--- src/rtl/aesl_dl_pkg.sv ---
// rtl/aesl_dl_pkg.sv - shared state encoding and counter width for the deadlock detector
package aesl_dl_pkg;

    localparam int BLK_CNT_W = 8;

    typedef enum logic [2:0] {
        ST_IDLE   = 3'd0,
        ST_FILTER = 3'd1,
        ST_DL     = 3'd2,
        ST_TOKEN  = 3'd3,
        ST_PASSED = 3'd4
    } dl_state_t;

endpackage

--- src/rtl/aesl_dl_lowest_onehot.sv ---
// rtl/aesl_dl_lowest_onehot.sv - combinational lowest-set-bit one-hot pick
module aesl_dl_lowest_onehot #(
    parameter int W = 2
) (
    input  logic [W-1:0] vec,
    output logic [W-1:0] onehot
);

    // Two's-complement trick isolates the least significant set bit.
    assign onehot = vec & (~vec + W'(1));

endmodule

--- src/rtl/aesl_deadlock_detect_unit.sv ---
// rtl/aesl_deadlock_detect_unit.sv - per-process blocking filter and token-ring hop
module aesl_deadlock_detect_unit
    import aesl_dl_pkg::*;
#(
    parameter int PROC_NUM   = 4,
    parameter int PROC_ID    = 0,
    parameter int DEP_NUM    = 2,
    parameter int BLK_THRESH = 4
) (
    input  logic                dl_clock,
    input  logic                dl_reset,
    input  logic [DEP_NUM-1:0]  blk_vec,
    input  logic [PROC_NUM-1:0] origin,
    input  logic                token_clear,
    input  logic [DEP_NUM-1:0]  token_in,
    output logic [DEP_NUM-1:0]  token_out,
    output logic [PROC_NUM-1:0] dl_out
);

    localparam logic [PROC_NUM-1:0]  DL_MASK  = PROC_NUM'(1) << PROC_ID;
    localparam logic [BLK_CNT_W-1:0] CNT_LAST = BLK_CNT_W'(BLK_THRESH - 1);

    dl_state_t            state;
    dl_state_t            state_next;
    logic [BLK_CNT_W-1:0] cnt;
    logic [BLK_CNT_W-1:0] cnt_next;
    logic                 blocked;
    logic                 take_token;
    logic [DEP_NUM-1:0]   pick;
    logic                 unused_origin;

    assign blocked       = |blk_vec;
    assign take_token    = origin[PROC_ID] | (|token_in);
    // Only our own origin bit matters; the rest belong to other instances.
    assign unused_origin = ^origin;

    aesl_dl_lowest_onehot #(.W(DEP_NUM)) u_pick (
        .vec    (blk_vec),
        .onehot (pick)
    );

    // Next-state and counter update; token_clear outranks the unblock exit,
    // which outranks token acceptance.
    always_comb begin
        state_next = state;
        cnt_next   = cnt;
        unique case (state)
            ST_IDLE: begin
                cnt_next = '0;
                if (blocked) begin
                    if (BLK_THRESH <= 1) begin
                        state_next = ST_DL;
                    end else begin
                        state_next = ST_FILTER;
                        cnt_next   = BLK_CNT_W'(1);
                    end
                end
            end
            ST_FILTER: begin
                if (!blocked) begin
                    state_next = ST_IDLE;
                end else begin
                    if (cnt >= CNT_LAST) state_next = ST_DL;
                    if (cnt != '1) cnt_next = cnt + BLK_CNT_W'(1);
                end
            end
            ST_DL: begin
                if (token_clear)     state_next = ST_DL;
                else if (!blocked)   state_next = ST_IDLE;
                else if (take_token) state_next = ST_TOKEN;
            end
            ST_TOKEN: begin
                if (token_clear)   state_next = ST_DL;
                else if (!blocked) state_next = ST_IDLE;
                else               state_next = ST_PASSED;
            end
            ST_PASSED: begin
                if (token_clear)   state_next = ST_DL;
                else if (!blocked) state_next = ST_IDLE;
            end
            default: state_next = ST_IDLE;
        endcase
        if (state_next == ST_IDLE) cnt_next = '0;
    end

    // State, counter and outputs registered together so outputs track the new state.
    always_ff @(posedge dl_clock) begin
        if (!dl_reset) begin
            state     <= ST_IDLE;
            cnt       <= '0;
            dl_out    <= '0;
            token_out <= '0;
        end else begin
            state     <= state_next;
            cnt       <= cnt_next;
            dl_out    <= (state_next == ST_DL || state_next == ST_TOKEN) ? DL_MASK : '0;
            token_out <= (state_next == ST_TOKEN) ? pick : '0;
        end
    end

endmodule

--- config.mk ---
export PLATFORM = sky130hd
export DESIGN_NAME = aesl_deadlock_detect_unit
export DESIGN_NICKNAME = d
export VERILOG_FILES = /design/src/rtl/aesl_dl_pkg.sv /design/src/rtl/aesl_dl_lowest_onehot.sv /design/src/rtl/aesl_deadlock_detect_unit.sv
export SDC_FILE = /design/constraint.sdc
export NUM_CORES = 1
export LEC_CHECK = 0
export CORE_MARGIN = 2
export CORE_UTILIZATION = 46
export DETAILED_ROUTE_END_ITERATION = 7
export GPL_TIMING_DRIVEN = 0
export PLACE_DENSITY_LB_ADDON = 0.08
export SYNTH_ARGS = -nofsm -noshare
export SYNTH_HDL_FRONTEND = slang
export SYNTH_SLANG_ARGS = --single-unit
--- constraint.sdc ---
create_clock -name dl_clock -period 1.9 [get_ports dl_clock]
set_clock_uncertainty 0.2 [all_clocks]
set_input_delay 0.57 -clock dl_clock [delete_from_list [all_inputs] [get_ports dl_clock]]
set_output_delay 0.57 -clock dl_clock [all_outputs]
set_load 0.01 [all_outputs]
# ---- Word level (Yosys, flattened, before mapping)
# Index checks and enable logic that the tools add are counted.
# Widths: inputs -> output; s select.
dict set report op_classes {
  n_reduce_logical 9
  bitwise 4
  mux 16
  eq_ne 9
  addsub 2
  n_lt_le_gt_ge 1
}
# op n
set op_table {}
lappend op_table {{$mux 3} 10}
lappend op_table {{$mux 8} 2}
lappend op_table {{$pmux 8 s2} 1}
lappend op_table {{$pmux 3 s5} 1}
lappend op_table {{$eq 3x2->1 const B} 4}
lappend op_table {{$add 8x1->8 const B} 1}
lappend op_table {{$ge 8x2->1 const B} 1}
lappend op_table {{$ne 8x8->1 const B} 1}
lappend op_table {{$logic_not 3->1} 2}
lappend op_table {{$reduce_or 2->1} 3}
lappend op_table {{$ne 2x2->1 const B} 2}
lappend op_table {{$eq 3x1->1 const B} 1}
lappend op_table {{$eq 3x3->1 const B} 1}
lappend op_table {{$reduce_and 3->1} 1}
lappend op_table {{$add 2x1->2 const B} 1}
lappend op_table {{$and 2x2->2} 1}
lappend op_table {{$mux 1} 2}
lappend op_table {{$not 2->2} 1}
lappend op_table {{$reduce_and 2->1} 1}
lappend op_table {{$reduce_bool 2->1} 1}
lappend op_table {{$logic_or 1x1->1} 1}
lappend op_table {{$not 1->1} 1}
lappend op_table {{$or 1x1->1} 1}
dict set report totals {
  output_inout_bits 6
  register_bits 17
  wordCells 45
  input_bits 11
}

# ---- Logic depth before layout (Yosys ltp)
# Gate-level depths: netlist (run 1).
dict set report logic_depth {
  word_depth 9
  depth_mapped 7
}

# ---- By module
# Synthesis (run 1) repeated with hierarchy kept, for this count alone.
dict set report hier_totals {
  hier_cells 104
  area_unflattened_um2 862.1
}
# module seq_area_each_um2 n_inst area_per_inst_um2 cells_each
set by_module_without_submodules {}
lappend by_module_without_submodules {aesl_deadlock_detect_unit 280.3 1 840.8 102}
lappend by_module_without_submodules {aesl_dl_lowest_onehot 0.0 1 21.3 2}

# ---- Worst setup path after synthesis (run 1)
# Ideal clock, no wire load.
dict set report synth_timing {
  path_kind {input -> register}
  start {input blk_vec[1]}
  end {register cnt[2]}
  n_path_buf 0
  stages 5
  arrival_time_ns 1.622
  setup_slack_ns -0.047
  path_cell_list {nor2_1 > nor4_2 > o31a_4 > a211oi_4 > nor2_1}
}
dict set report synth_between {
  elab_chain_cells 6
}
# item line
set synth_lines {}
lappend synth_lines {{start: declaration} aesl_deadlock_detect_unit.sv:12} ;# input logic [DEP_NUM-1:0] blk_vec,
lappend synth_lines {{$reduce_or 2->1 *} aesl_deadlock_detect_unit.sv:32} ;# assign blocked = |blk_vec;
lappend synth_lines {{$mux 3 (on tied branches)} {aesl_deadlock_detect_unit.sv:79, aesl_deadlock_detect_unit.sv:74, aesl_deadlock_detect_unit.sv:69}}
lappend synth_lines {{$mux 3 (on tied branches)} {aesl_deadlock_detect_unit.sv:78, aesl_deadlock_detect_unit.sv:73, aesl_deadlock_detect_unit.sv:68}}
lappend synth_lines {{$pmux 3 s5} aesl_deadlock_detect_unit.sv:47} ;# unique case (state)
lappend synth_lines {{$logic_not 3->1} aesl_deadlock_detect_unit.sv:83} ;# if (state_next == ST_IDLE) cnt_next = '0;
lappend synth_lines {{$reduce_or 2->1 (no line)} -}
lappend synth_lines {{end signal: assignment} aesl_deadlock_detect_unit.sv:95} ;# cnt <= cnt_next;
lappend synth_lines {{end: declaration} aesl_deadlock_detect_unit.sv:25} ;# logic [BLK_CNT_W-1:0] cnt;
# Every way passes the cells marked *; elsewhere a longest branch is shown, timed or not.
# A chain may end at the register's enable or synchronous reset.

# ---- Final worst setup path (run 1)
dict set report layout_timing {
  start {register state[1]}
  end {register cnt[0]}
}
dict set report layout_between {
  elab_chain_cells 6
}
# item line
set layout_lines {}
lappend layout_lines {{start: declaration} aesl_deadlock_detect_unit.sv:23} ;# dl_state_t state;
lappend layout_lines {{start signal: assignment} aesl_deadlock_detect_unit.sv:94} ;# state <= state_next;
lappend layout_lines {{$mux 3} aesl_deadlock_detect_unit.sv:70} ;# else if (take_token) state_next = ST_TOKEN;
lappend layout_lines {{$mux 3} aesl_deadlock_detect_unit.sv:69} ;# else if (!blocked) state_next = ST_IDLE;
lappend layout_lines {{$mux 3} aesl_deadlock_detect_unit.sv:68} ;# if (token_clear) state_next = ST_DL;
lappend layout_lines {{$pmux 3 s5} aesl_deadlock_detect_unit.sv:47}
lappend layout_lines {{$logic_not 3->1} aesl_deadlock_detect_unit.sv:83}
lappend layout_lines {{$reduce_or 2->1 (no line)} -}
# Parallel ways exist; a longest one is shown, timed or not.

==> results of run 1 <==
-- registers in the layout, summed over array words and instances (netlist names) --
name and count:
cnt 8, state 3, token_out 2, dl_out 1
-- logic make-up after synthesis --
| group | synth area share |
|---|---|
| adders and majority gates | 0.01321 |
| xor gates and xnor gates | 0.03699 |
| and+or+nand+nor | 0.3038 |
| buffers and inverters | 0.07001 |
| other | 0.003959 |
| DFF | 0.2959 |
| AOI/OAI and AO/OA | 0.2761 |
-- power groups by stage --
stage | clock (mW) | combinational [mW] | sequential [mW]
2_1_floorplan | 0 | 0.0647 | 0.308
3_5_place_dp | 0 | 0.0968 | 0.309
4_1_cts | 0.174 | 0.110 | 0.300
5_1_grt | 0.191 | 0.127 | 0.300
6_report | 0.171 | 0.118 | 0.299
3_3_place_gp | 0 | 0.0962 | 0.309
-- Yosys cell counts --
| cell | n |
|---|---|
| nand3b_1 | 1 |
| nor3_1 | 1 |
| a2111oi_4 | 1 |
| a31o_1 | 1 |
| o31a_1 | 1 |
| nand2_2 | 2 |
| o31a_4 | 1 |
| nor4_2 | 1 |
| ha_1 | 1 |
| and3b_1 | 2 |
| xor2_1 | 3 |
| a21oi_1 | 6 |
| buf_4 | 4 |
| o2111ai_1 | 1 |
| conb_1 | 1 |
| and4_1 | 1 |
| a211oi_4 | 2 |
| nor4_4 | 3 |
| o41ai_4 | 1 |
| nor3_2 | 2 |
| nand4_1 | 2 |
| inv_1 | 3 |
| nand3_1 | 3 |
| and3_1 | 2 |
| a2111oi_2 | 1 |
| nand2b_1 | 1 |
| a311oi_2 | 2 |
| nor3b_1 | 1 |
| inv_2 | 1 |
| nor2_1 | 11 |
| a41oi_1 | 1 |
| o21bai_4 | 1 |
| nor4b_2 | 1 |
| o21ai_0 | 4 |
| nand2_1 | 2 |
| or3_1 | 1 |
| nor3_4 | 1 |
| buf_6 | 1 |
| dfxtp_1 | 14 |
| buf_2 | 2 |
| xnor2_1 | 1 |
-- routing by layer --
metal,vias to the layer above,share of wire,global-route usage
met5,-,0,0
met4,0,0.015,0.07407
met3,5,0.054,0.03374
met2,32,0.49,0.3018
met1,378,0.44,0.2605
li1,396,-,-
-- cell type report --
type	instances	area share
inverter	4	0.01151
buffer	6	0.04698
clock buffer	3	0.01726
sequential	14	0.2253
tap	27	0.02589
multi-input combinational	69	0.5139
timing repair buffer	24	0.1592
-- what timing repair did --
action                                  in CTS  in global routing
buffers inserted                             7                  7
resized for setup                           13                 25
endpoints found under the setup margin      12                 12
cloned                                       0                  0
pin swaps                                   16                 13
-- worst max-delay path by stage --
stage,to,slack [ns],depth (start not counted)
after floorplan,cnt[2],0.009,5
after global placement,cnt[5],-0.67,6
after detailed placement,cnt[3],-0.70,6
after CTS,cnt[7],-0.19,6
after global routing,cnt[7],-0.16,5
final,cnt[0],-0.08,7
-- tightest hold or removal path: stages, from the launching register on --
cell	delay, ns
dfxtp_2	0.39
xor2_1	0.08
nor2_1	0.07
==> out/qor.yml, run 1 <==
synth:
  synth-seq-cells: 14
  synthTopCellsByArea: "dfxtp_1, nor4_4, nor2_1"
  synthCells: 92
  seq_area_frac_synth: 0.2959
  syn_area_per_cell_um2: 10.30
  synth-warning-count: 0
  yosysTopAreaCellShare: 0.2959
  ys_types: 41
  syn_area_um2: 947.2
  yosysTopAreaCell: "dfxtp_1"
placed_design:
  post-place-cells: 131
  placed_area_mm2: 0.001102
  dpl_worst_slack_ns: -0.6999
  port-buffer-count: 10
  gp_congestion: 0.8052
  place_hpwl_um: 1416
cts:
  postCtsHoldBufs: 0
  cts_inserted_buffers: 3
  cts-root-buf: "clkbuf_4"
  h-tree-depth: 1
  cts_tree: "built"
  clock_sinks: 14
  clk_pin_slew_ns: 0.08
  clock_path_buffers: 2
  worstSkewPairLatency_ns: 0.28
finish:
  layout-drive-gt1-share: 0.4667
  final_common_cell: "buf_4"
  most-common-layout-cells: "buf_4, nor2_1, dfxtp_1, a21oi_1, dlymetal6s2s_1"
  final_area_mm2: 0.001305
  fin_nets: 134
  multi_input_area_um2: 670.6
  area_growth_pct: 37.78
  nFillCells: 172
  utilization: 0.6720
  n_antenna_cell: 0
  fin_cells: 147
  register_area_um2: 294.0
pwr:
  p_total_mw: 0.5886
  irDropWorstVdd_v: 0.0002855
  power.density_mw_per_mm2: 451.1
  clock_power_share: 0.290
  power.switching_mw: 0.1644
  comb_power_share: 0.201
  seqPwrFrac: 0.509
  p_sw_frac: 0.2792
  intPower_mw: 0.4243
  power.leakage_nw: 0.5381
routing:
  dr.pass1.iters: 4
  vias: 811
  drt-total-wl_um: 2155
  final_antenna_net_count: 0
  drt_first_iter_violations: 18
  wl_per_cell_um: 14.66
  remaining_drc_errors: 0
  vias_per_cell: 5.517
setup_path:
  r2r-start: "state[1]"
  startpoint: "state[1]"
  max_stage_delay_ns: 0.38
  path_cells: "buf_12, and3b_1, a31o_1, o31a_4, buf_4, nor3_4, a2111oi_2"
  r2r_end: "cnt[0]"
  critPathSlowestCell: "dfxtp_4"
  cp_num_buf_inv: 2
  arrival_ns: 1.93
  worstSetupPathType: "reg2reg"
  startpoint_type: "flop"
  required_ns: 1.85
  worst_setup_path_end_kind: "flop"
  crit_fanout: 7
  cp_top_family: "compound AO/OA/AOI/OAI gates"
  r2r_slack_ns: -0.08
  reg2reg_depth: 7
die:
  core_mm2: 0.001942
  die-area_mm2: 0.002438
  initial_utilization: 0.4878
  ios: 17
  core.rowCount: 16
  die_h_um: 49.38
  die_w_um: 49.38
timing:
  timing.setup.tns_ns: -0.4946
  rsz0062_at_grt: "yes"
  hold_viol: 0
  fin_crit_sh: 1.041
  drv_slew: 0
  fmax_mhz: 505.5
  hold_ws_ns: 0.3773
  setup_viol: 8
  fin_crit_ns: 1.978
  timing.final.ws_setup_ns: -0.07820
grt:
  grt_start_max_net_pins: 11
  track_usage: 0.1918
  grt_pass1_vias: 772
  grt_pass1_wl_um: 3608
  grt_antenna_before_repair: 0
  grt-ovfl-total: 0
flow_run:
  drv_cap: 0
run_status:
  status: "finished, violations left"
  violations: "negative setup slack"
worst_hold_path:
  hold_path_end: "cnt[5]"
  hp-start: "cnt[5]"
  hold_depth: 2
  hold_class: "reg2reg"
Note: power is estimated with default switching activity, not from simulation.
==> inputs of run 2 (changes only) <==
--- a/config.mk
+++ b/config.mk
@@ -5,8 +5,10 @@
 export SDC_FILE = /design/constraint.sdc
 export NUM_CORES = 1
 export LEC_CHECK = 0
+export CELL_PAD_IN_SITES_DETAIL_PLACEMENT = 0
+export CELL_PAD_IN_SITES_GLOBAL_PLACEMENT = 1
 export CORE_MARGIN = 2
-export CORE_UTILIZATION = 46
+export CORE_UTILIZATION = 35
 export DETAILED_ROUTE_END_ITERATION = 7
 export GPL_TIMING_DRIVEN = 0
 export PLACE_DENSITY_LB_ADDON = 0.08
==> out/qor.yml, run 2 (synthesis gave the netlist of run 1 again) <==
grt:
  grt_start_max_net_pins: 11  # unchanged
  grt_pass1_vias: 783  # +1.4%
  grt_pass1_wl_um: 3726  # +3.3%
  track_usage: 0.1517  # -0.04010
  grt_antenna_before_repair: 0  # unchanged
  grt-ovfl-total: 0  # unchanged
setup_path:
  arrival_ns: 1.94  # about the same
  crit_fanout: 6  # -1
  worstSetupPathType: "reg2reg"
  required_ns: 1.86  # about the same
  worst_setup_path_end_kind: "flop"
  startpoint_type: "flop"
run_status:
  status: "finished, violations left"
  violations: "negative setup slack"
timing:
  fin_crit_sh: 1.041  # about the same
  rsz0062_at_grt: "yes"
  setup_viol: 6  # -2
  timing.setup.tns_ns: -0.3777  # +0.1169 ns
  hold_viol: 0  # unchanged
  drv_slew: 0  # unchanged
  fin_crit_ns: 1.977  # -0.001049 ns
  fmax_mhz: 505.8  # about the same
  timing.final.ws_setup_ns: -0.07715  # +0.001049 ns
cts:
  cts_tree: "built"
  h-tree-depth: 1  # unchanged
  clock_sinks: 14  # unchanged
  cts-root-buf: "clkbuf_4"
  clock_path_buffers: 2  # unchanged
  clk_pin_slew_ns: 0.09  # about the same
  cts_inserted_buffers: 3  # unchanged
  worstSkewPairLatency_ns: 0.29  # about the same
flow_run:
  drv_cap: 0  # unchanged
pwr:
  intPower_mw: 0.4279  # +0.87%
  seqPwrFrac: 0.496  # -0.013
  comb_power_share: 0.207  # +0.006
  clock_power_share: 0.297  # +0.007
  irDropWorstVdd_v: 0.0002755  # -3.5%
  power.density_mw_per_mm2: 443.4  # -1.7%
  p_total_mw: 0.6026  # +2.4%
  p_sw_frac: 0.2898  # +0.01056
  power.switching_mw: 0.1746  # +6.2%
  power.leakage_nw: 0.5600  # +4.1%
routing:
  drt_first_iter_violations: 25  # +7
  final_antenna_net_count: 0  # unchanged
  dr.pass1.iters: 4  # unchanged
  drt-total-wl_um: 2229  # +3.4%
  remaining_drc_errors: 0  # unchanged
  vias_per_cell: 5.276  # -4.4%
  wl_per_cell_um: 14.29  # -2.5%
  vias: 823  # +1.5%
placed_design:
  post-place-cells: 134  # +2.3%
  port-buffer-count: 10  # unchanged
  place_hpwl_um: 1446  # +2.1%
  gp_congestion: 0.7568  # -6.0%
  dpl_worst_slack_ns: -0.7021  # -0.002210 ns
finish:
  largest_reg_flops: 8  # unchanged
  fin_nets: 140  # +4.5%
  largestRegisters: "cnt (8), state (3), token_out (2)"
  most-common-layout-cells: "buf_4, nor2_1, dfxtp_1, a21oi_1, clkbuf_4"
  layout-drive-gt1-share: 0.5159  # +0.04921
  top_register: "cnt"
  nFillCells: 223  # +30%
  n_antenna_cell: 0  # unchanged
  final_common_cell: "buf_4"
  fin_cells: 156  # +6.1%
  area_growth_pct: 43.46
die:
  core_mm2: 0.002522  # +30%
  die_h_um: 56.02  # +13%
  die-area_mm2: 0.003138  # +29%
  ios: 17  # unchanged
  initial_utilization: 0.3755  # -0.1123
  die_w_um: 56.02  # +13%
  core.rowCount: 18  # +2
worst_hold_path:
  hold_class: "in2reg"
run 2: metal layers:
layer,vias up,wire length (um),GRT usage
li1,405,-,-
met1,390,1052,0.2151
met2,23,1027,0.2218
met3,5,111,0.03256
met4,0,38,0.06122
met5,-,0,0
run 2: path summary, 6_finish.rpt:
kind,start,endpoint,slack (ns),depth (start not counted)
max,state[1],cnt[7],-0.08,7
min,blk_vec[0],token_out[1],0.34,2
max reg2reg,state[1],cnt[7],-0.08,7
min reg2reg,cnt[5],cnt[5],0.40,2
run 2: what timing repair did:
action / 4_1_cts / 5_1_grt
buffers inserted: 9 / 11
setup endpoints to repair: 12 / 12
hold endpoints to repair: 0 / 0
hold buffers: 0 / 0
pin swaps: 17 / 8
gates resized for setup: 18 / 32
run 2: through the flow:
step | area [um2] | utilization | hold slack (ns)
2_1_floorplan | 968.4 | - | 0.2915
3_3_place_gp | 1106 | 0.4385 | 0.3142
3_5_place_dp | 1106 | 0.4385 | 0.3173
4_1_cts | 1222 | 0.4846 | 0.3789
5_1_grt | 1359 | 0.5387 | 0.3473
6_report | 1359 | 0.5387 | 0.3420
run 2: worst max-delay path: stages, from the launching register on:
cell      delay, ns
dfxtp_4        0.38
buf_12         0.12
buf_8          0.12
nor2_4         0.04
a31o_1         0.24
o31a_4         0.37
a211oi_4       0.32
a311oi_2       0.06
run 2: area by class of cell:
class,instances,area [um2],area share
inverter,4,15.01,0.01105
clock buffer,3,22.52,0.01657
tap,30,37.54,0.02762
multi-input combinational,69,678.2,0.4991
timing repair buffer,30,250.2,0.1842
sequential,14,294.0,0.2164
buffer,6,61.31,0.04512
run 2: power groups by stage:
stage / combinational [mW] / clock [mW] / sequential, mW
6_report: 0.125 / 0.179 / 0.299
3_5_place_dp: 0.0983 / 0 / 0.308
4_1_cts: 0.113 / 0.182 / 0.300
3_3_place_gp: 0.0990 / 0 / 0.309
2_1_floorplan: 0.0647 / 0 / 0.308
5_1_grt: 0.133 / 0.200 / 0.300
==> inputs of run 3 (changes only) <==
--- a/config.mk
+++ b/config.mk
@@ -12,6 +12,8 @@
 export DETAILED_ROUTE_END_ITERATION = 7
 export GPL_TIMING_DRIVEN = 0
 export PLACE_DENSITY_LB_ADDON = 0.08
+export SKIP_CTS_REPAIR_TIMING = 1
+export SKIP_LAST_GASP = 1
 export SYNTH_ARGS = -nofsm -noshare
 export SYNTH_HDL_FRONTEND = slang
 export SYNTH_SLANG_ARGS = --single-unit
==> out/qor.yml, run 3 (synthesis gave the netlist of run 1 again) <==
setup_path:
  crit_end: "cnt[2]"
  r2r_slack_ns: -0.15  # -0.07 ns
  worst_setup_path_end_kind: "flop"
  critPathSlowestCell: "dfxtp_4"
  required_ns: 1.87  # about the same
  max_stage_delay_ns: 0.39  # about the same
  crit_cells: 6  # -1
  reg2reg_depth: 6  # -1
  startpoint: "state[1]"
  path_cells: "buf_12, and3b_1, a31o_1, o31a_4, a211oi_4, nor2_1"
  worstSetupPathType: "reg2reg"
  arrival_ns: 2.01  # +0.07 ns
  startpoint_type: "flop"
  r2r-start: "state[1]"
  crit_fanout: 5  # -1
  cp_num_buf_inv: 1  # -1
  cp_top_family: "compound AO/OA/AOI/OAI gates"
  r2r_end: "cnt[2]"
finish:
  most-common-layout-cells: "buf_4, nor2_1, dfxtp_1, dlymetal6s2s_1, a21oi_1"
  layout-drive-gt1-share: 0.4634  # -0.05246
  largestRegisters: "cnt (8), state (3), token_out (2)"
  final_common_cell: "buf_4"
  n_antenna_cell: 0  # unchanged
  top_register: "cnt"
  fin_nets: 137  # -2.1%
  fin_cells: 153  # -1.9%
  largest_reg_flops: 8  # unchanged
  area_growth_pct: 42.01
die:
  core_mm2: 0.002522  # unchanged
  ios: 17  # unchanged
  core.rowCount: 18  # unchanged
  die-area_mm2: 0.003138  # unchanged
  die_w_um: 56.02  # unchanged
  die_h_um: 56.02  # unchanged
  initial_utilization: 0.3755  # unchanged
timing:
  setup_viol: 9  # +3
  fmax_mhz: 488.8  # -3.4%
  rsz0062_at_grt: "yes"
  fin_crit_sh: 1.077  # +0.03613
  fin_crit_ns: 2.046  # +0.06864 ns
  hold_viol: 0  # unchanged
  drv_slew: 0  # unchanged
  timing.final.ws_setup_ns: -0.1458  # -0.06864 ns
grt:
  grt_antenna_before_repair: 0  # unchanged
  grt_start_max_net_pins: 11  # unchanged
  track_usage: 0.1420  # -0.009629
  grt-ovfl-total: 0  # unchanged
  grt_pass1_wl_um: 3491  # -6.3%
  grt_pass1_vias: 730  # -6.8%
pwr:
  irDropWorstVdd_v: 0.0002835  # +2.9%
  comb_power_share: 0.203  # -0.004
  intPower_mw: 0.4295  # +0.37%
  power.leakage_nw: 0.5863  # +4.7%
  seqPwrFrac: 0.501  # +0.005
  p_sw_frac: 0.2875  # -0.002327
  power.switching_mw: 0.1733  # -0.76%
  clock_power_share: 0.296  # about the same
  power.density_mw_per_mm2: 448.2  # +1.1%
  p_total_mw: 0.6028  # about the same
cts:
  cts_inserted_buffers: 3  # unchanged
  worstSkewPairLatency_ns: 0.28  # about the same
  clock_sinks: 14  # unchanged
  cts_tree: "built"
  cts-root-buf: "clkbuf_4"
  clk_pin_slew_ns: 0.09  # about the same
  clock_path_buffers: 2  # unchanged
  h-tree-depth: 1  # unchanged
worst_hold_path:
  hold_class: "in2reg"
routing:
  dr.pass1.iters: 6  # +2
  final_antenna_net_count: 0  # unchanged
  drt_first_iter_violations: 28  # +12%
  vias_per_cell: 5.255  # -0.39%
  drt-total-wl_um: 2328  # +4.4%
  vias: 804  # -2.3%
  remaining_drc_errors: 0  # unchanged
  wl_per_cell_um: 15.22  # +6.5%
placed_design:
  post-place-cells: 134  # unchanged
  gp_congestion: 0.7568  # unchanged
  port-buffer-count: 10  # unchanged
  place_hpwl_um: 1446  # unchanged
run_status:
  violations: "negative setup slack"
  status: "finished, violations left"
flow_run:
  drv_cap: 0  # unchanged
run 3: cell types whose count changed in the layout (fill, tap and decap cells not counted), sizes merged:
| cell | change |
|---|---|
| dlygate4sd2 | -3 |
| clkdlybuf4s50 | +1 |
| buf | -5 |
| dlymetal6s2s | +4 |
run 3: layer usage:
layer,wire [um],part of all wire,GRT usage,vias to the layer above
met5,0,0,0,-
met4,0,0,0.06122,0
met3,100,0.043,0.03256,0
met2,1169,0.50,0.2050,19
met1,1058,0.45,0.2009,387
li1,-,-,-,398
run 3: cell type report:
type	count	area (um2)
timing repair buffer	27	257.7
clock buffer	3	22.52
multi-input combinational	69	660.6
buffer	6	61.31
inverter	4	15.01
fill	243	1177
tap	30	37.54
sequential	14	290.3
run 3: metrics by stage:
stage	area [um2]	util	worst slack (ns)	TNS [ns]	hold slack [ns]
2_1_floorplan	968.4	-	0.009437	0	0.2915
3_3_place_gp	1106	0.4385	-0.7016	-7.458	0.3142
3_5_place_dp	1106	0.4385	-0.7021	-7.490	0.3173
4_1_cts	1129	0.4474	-0.3969	-3.635	0.3331
5_1_grt	1345	0.5332	-0.2082	-1.572	0.3607
6_report	1345	0.5332	-0.1458	-0.9423	0.3564
run 3: power by group through the flow:
stage          Combinational (mW)  Clock, mW  Sequential [mW]
6_report                    0.122      0.179            0.302
3_5_place_dp               0.0983          0            0.308
5_1_grt                     0.130      0.201            0.303
4_1_cts                    0.0992      0.182            0.302
2_1_floorplan              0.0647          0            0.308
3_3_place_gp               0.0990          0            0.309
run 3: worst min path at each step:
stage / start / slack, ns / cells after the start / end
6_report: blk_vec[0] / 0.36 / 2 / token_out[1]
5_1_grt: blk_vec[0] / 0.36 / 2 / token_out[1]
3_5_place_dp: cnt[1] / 0.32 / 2 / cnt[1]
2_1_floorplan: cnt[1] / 0.29 / 2 / cnt[1]
4_1_cts: cnt[1] / 0.33 / 2 / cnt[1]
3_3_place_gp: cnt[1] / 0.31 / 2 / cnt[1]
